<file path="src/rtl/modulo_demux_varredura.sv">
// Registered 1-to-N demultiplexer with a manual select mode and an auto-scan
// mode that sweeps the channels with a programmable dwell time.
module modulo_demux_varredura #(
  parameter int SEL_W   = 4,
  parameter int N_CH    = 16,
  parameter int DWELL   = 1000,
  parameter bit ACT_LOW = 1'b0
) (
  input  logic             clk,
  input  logic             rst_n,
  input  logic             E,
  input  logic [SEL_W-1:0] S,
  input  logic             modo,
  output logic [N_CH-1:0]  Y,
  output logic [SEL_W-1:0] ch,
  output logic             wrap,
  output logic             sel_err
);

  localparam int               CNT_W    = (DWELL > 1) ? $clog2(DWELL) : 1;
  localparam logic [CNT_W-1:0] CNT_LAST = CNT_W'(DWELL - 1);
  localparam logic [SEL_W-1:0] CH_LAST  = SEL_W'(N_CH - 1);
  localparam logic [SEL_W:0]   N_CH_V   = (SEL_W + 1)'(N_CH);
  localparam logic [N_CH-1:0]  Y_IDLE   = {N_CH{ACT_LOW}};

  typedef enum logic {
    MANUAL,
    SCAN
  } state_t;

  state_t           state;
  logic [CNT_W-1:0] cnt;
  logic             s_ok;
  logic [SEL_W-1:0] s_entry;

  assign s_ok    = ({1'b0, S} < N_CH_V);
  assign s_entry = s_ok ? S : '0;

  // One-hot of idx at the active level when en is set, otherwise all inactive.
  function automatic logic [N_CH-1:0] drive(input logic en, input logic [SEL_W-1:0] idx);
    logic [N_CH-1:0] raw;
    raw = '0;
    if (en) raw = {{(N_CH-1){1'b0}}, 1'b1} << idx;
    return raw ^ Y_IDLE;
  endfunction

  // Mode-change edges only perform the transition: entering scan loads the
  // start channel, leaving scan clears the counter and blanks Y without
  // advancing, so a dwell expiry on that edge is discarded.
  always_ff @(posedge clk) begin
    if (!rst_n) begin
      state   <= MANUAL;
      ch      <= '0;
      cnt     <= '0;
      wrap    <= 1'b0;
      sel_err <= 1'b0;
      Y       <= Y_IDLE;
    end else begin
      wrap <= 1'b0;
      case (state)
        MANUAL: begin
          if (modo) begin
            state   <= SCAN;
            ch      <= s_entry;
            cnt     <= '0;
            sel_err <= 1'b0;
            Y       <= drive(E, s_entry);
          end else if (s_ok) begin
            ch      <= S;
            sel_err <= 1'b0;
            Y       <= drive(E, S);
          end else begin
            sel_err <= 1'b1;
            Y       <= Y_IDLE;
          end
        end
        SCAN: begin
          if (!modo) begin
            state <= MANUAL;
            cnt   <= '0;
            Y     <= Y_IDLE;
          end else if (!E) begin
            Y <= Y_IDLE;
          end else if (cnt == CNT_LAST) begin
            cnt <= '0;
            if (ch == CH_LAST) begin
              ch   <= '0;
              wrap <= 1'b1;
              Y    <= drive(1'b1, '0);
            end else begin
              ch <= ch + SEL_W'(1);
              Y  <= drive(1'b1, ch + SEL_W'(1));
            end
          end else begin
            cnt <= cnt + CNT_W'(1);
            Y   <= drive(1'b1, ch);
          end
        end
        default: state <= MANUAL;
      endcase
    end
  end

endmodule

</file>
<file path="config.mk">
export PLATFORM = sky130hd
export DESIGN_NAME = modulo_demux_varredura
export DESIGN_NICKNAME = d
export VERILOG_FILES = /design/src/rtl/modulo_demux_varredura.sv
export SDC_FILE = /design/constraint.sdc
export NUM_CORES = 1
export LEC_CHECK = 0
export CORE_MARGIN = 2
export CORE_UTILIZATION = 48
export DETAILED_ROUTE_END_ITERATION = 8
export PLACE_DENSITY = 0.71
export SKIP_LAST_GASP = 1
export SYNTH_ARGS = -nofsm -noshare
export SYNTH_HDL_FRONTEND = slang
export SYNTH_SLANG_ARGS = --single-unit
</file>
<file path="constraint.sdc">
create_clock -name clk -period 1.5 [get_ports clk]
set_input_delay 0.45 -clock clk [delete_from_list [all_inputs] [get_ports clk]]
set_output_delay 0.45 -clock clk [all_outputs]
set_load 0.005 [all_outputs]
</file>
==> results_dict.tcl <==
set metrics [dict create \
    status "finished with violations" \
    violations "negative setup slack" \
    cts.sinks 32 \
    start_util_pct 48.94 \
    synth_area_per_cell_sq_um 8.730 \
    power_density_nw_per_um2 711.6 \
    crit_path_end "ch[3]$_SDFFE_PN0P_" \
    vias 1991 \
    ys_seq_elements 32 \
    grt_pass1_wl_um 8638 \
    synth.distinct_cells 52 \
    die_area_sq_um 4543 \
    synth_compound_area_share_pct 15.05 \
    drtIter0Drc 193 \
    fin_cells 351 \
    fin_skew_ns 0.004508 \
    cp_max_fo 4 \
    syn2layout_area_growth_pct 49.09 \
    clk_pin_slew_ns 0.07 \
    syn_inst 221 \
    die_y_um 67.40 \
    firstDrtPassIters 4 \
    hold_violations 0 \
    cts_buffers 5 \
    grt_pass1_vias 1852 \
    synth_nets 238 \
    rsz0062_at_grt "true" \
    drive_gt1_share_pct 38.21 \
    combPwrFrac_pct 16.5 \
    clock_tree.root_cell "clkbuf_8" \
    arrival_ns 1.75 \
    place_area_sq_um 2587 \
    globalRouteTotalUtil_pct 25.58 \
    synth-simple-area-share_pct 32.43 \
    total_power_mw 2.047 \
    num_antenna_cells 0 \
    synth.mux.area_fraction_pct 3.761 \
    synth_fa_ha_area_share_pct 5.837 \
    drc 0 \
    min_period_over_period_pct 104.9 \
    cts_tree "done" \
    place_inst 330 \
    cp.required_ns 1.68 \
    hold_slack_ns 0.5547 \
    worstSetupPathType "flip-flop to flip-flop" \
    layout_common_cells "buf_4 (57), dlygate4sd2_1 (21), dfxtp_1 (18)" \
    syn-cell-area_sq_um 1929 \
    fp.dieW_um 67.40 \
    setup_ws_ns -0.07397 \
    antenna_found_initial 0 \
    ys.flop_type "dfxtp_1" \
    swShare_pct 26.07 \
    power.share.clock_pct 40.7 \
    async_flop_share_pct 0 \
    drtAntennaViolNets 0 \
    seqPwrFrac_pct 42.8 \
    clockBufferDepth 2 \
    grt_max_degree 14 \
    reg2regPathDepth 6 \
    synth_xor_area_share_pct 3.178 \
    vias_per_cell 5.672 \
    p_int_mw 1.513 \
    clkLatencyLatePin_ns 0.29 \
    grt_overflow 0 \
    io_pins 30 \
    final_common_cell "buf_4" \
    critPathCaptureType "flip-flop" \
    finalSetupViolCount 11 \
    hpwl_um 3810 \
    fin_crit_ns 1.574 \
    rr_endpoint "ch[3]$_SDFFE_PN0P_" \
    ys.warnings.count 0 \
    ir_drop_mv 0.4991 \
    synth_edf_count 0 \
    max-cap-violations 0 \
    hold_path_class "input port to flip-flop" \
    p_leak_nw 1.232 \
    wl_per_cell_um 15.72 \
    core-area_sq_um 3943 \
    finalNetCount 317 \
    core.rowCount 23 \
    regToRegStartpoint "cnt[6]$_SDFFE_PN0P_" \
    gp_congestion 0.8655 \
    wirelength_um 5516 \
    synth_top_family_by_area "simple AND/OR/NAND/NOR gates" \
    crit_start "cnt[6]$_SDFFE_PN0P_" \
    htreeDepth 2 \
    slew_violations 0 \
    io_buffers 28 \
    start_kind "flip-flop" \
    max_freq_mhz 635.3 \
    r2r_slack_ns -0.07 \
    yosysSeqAreaShare_pct 33.20 \
    final_area_sq_um 2877 \
    switchingPower_uw 533.6 \
]
-- state kept, by name (all words and copies together) (netlist names) --
| signal | cells |
|---|---|
| wrap | 1 |
| state | 1 |
| Y | 16 |
| cnt | 10 |
| ch | 4 |
-- area by class of cell --
type                            instances  area (sq um)
Timing Repair Buffer                   88         708.2
Tap cell                               50         62.56
Clock buffer                            5         68.82
Clock inverter                          3         42.54
Fill cell                             283          1066
Multi-Input combinational cell        165          1291
Sequential cell                        32         673.1
Inverter                                8         30.03
-- metal layers --
metal | GRT usage (%) | part of all wire, %
met5 | 0 | 0
met4 | 13.52 | 2.0
met3 | 4.500 | 4.5
met2 | 41.71 | 48
met1 | 32.11 | 46
-- critical path: stages (launching register included) --
cell and delay (ns):
dfxtp_4 0.37, nand4_1 0.15, buf_4 0.18, nor4_4 0.32, buf_6 0.18, mux2i_1 0.20, nor2_1 0.06
-- cell usage after synthesis (all sizes together), types with 2 or more instances --
cell / count / area, sq um
nand3: 11 / 65.06
nor2b: 6 / 37.54
inv: 8 / 30.03
buf: 7 / 55.05
nand2: 12 / 45.04
a31oi: 4 / 25.02
nor4: 5 / 61.31
nor3b: 3 / 22.52
mux2: 2 / 22.52
clkbuf: 9 / 37.53
a21oi: 10 / 50.05
or2: 2 / 15.02
nand4: 10 / 62.56
nand3b: 3 / 22.52
nor3: 7 / 35.03
nor2: 17 / 66.32
and3: 4 / 25.02
and2: 4 / 25.02
dfxtp: 32 / 640.6
o21ai: 4 / 20.02
o211ai: 3 / 27.52
o22ai: 2 / 12.51
a32oi: 5 / 43.79
nand4b: 7 / 61.31
o21a: 2 / 15.01
and4: 2 / 17.52
xnor2: 6 / 52.55
a41o: 2 / 20.02
mux2i: 5 / 50.05
a211o: 3 / 26.28
nand2b: 3 / 18.77
nor4b: 2 / 17.52
ha: 9 / 112.6
-- what timing repair did --
item	in CTS	in global routing
setup buffers	1	12
resized for setup	37	33
hold buffers	0	0
cloned	0	0
endpoints found under the setup margin	50	21
pin swaps	2	13
endpoints found under the hold margin	0	0
-- logic make-up (layout without fill, tap and decap cells) --
family,Yosys count,after routing
and+or+nand+nor,101,101
AOI/OAI and AO/OA,40,40
DFF,32,32
buffers and inverters,24,104
adders and majority gates,9,9
xor gates and xnor gates,7,7
muxes,7,7
other,1,1
-- power by group through the flow --
stage / Clock [mW] / Sequential (mW) / Combinational [mW]
CTS: 0.841 / 0.881 / 0.301
global route: 0.888 / 0.878 / 0.364
finish: 0.834 / 0.876 / 0.337
global placement: 0 / 0.902 / 0.303
floorplan: 0 / 0.902 / 0.157
detailed placement: 0 / 0.903 / 0.305
-- per-stage QoR --
step | setup TNS [ns] | setup WS (ns) | utilization (%)
floorplan | -0.04226 | -0.04226 | -
global placement | -12.04 | -0.5154 | 65.63
detailed placement | -12.89 | -0.5554 | 65.63
CTS | -0.1692 | -0.1692 | 68.74
global route | -1.620 | -0.1530 | 72.96
finish | -0.4102 | -0.07397 | 72.96
-- worst min path at each step --
stage | start | endpoint | cells after the start
2_1_floorplan | cnt[9]$_SDFFE_PN0P_ | cnt[9]$_SDFFE_PN0P_ | 2
3_3_place_gp | cnt[9]$_SDFFE_PN0P_ | cnt[9]$_SDFFE_PN0P_ | 3
3_5_place_dp | cnt[9]$_SDFFE_PN0P_ | cnt[9]$_SDFFE_PN0P_ | 3
4_1_cts | cnt[9]$_SDFFE_PN0P_ | cnt[9]$_SDFFE_PN0P_ | 3
5_1_grt | modo | state$_SDFF_PN0_ | 3
6_report | modo | state$_SDFF_PN0_ | 3
Power figures use the tool's default switching activity.
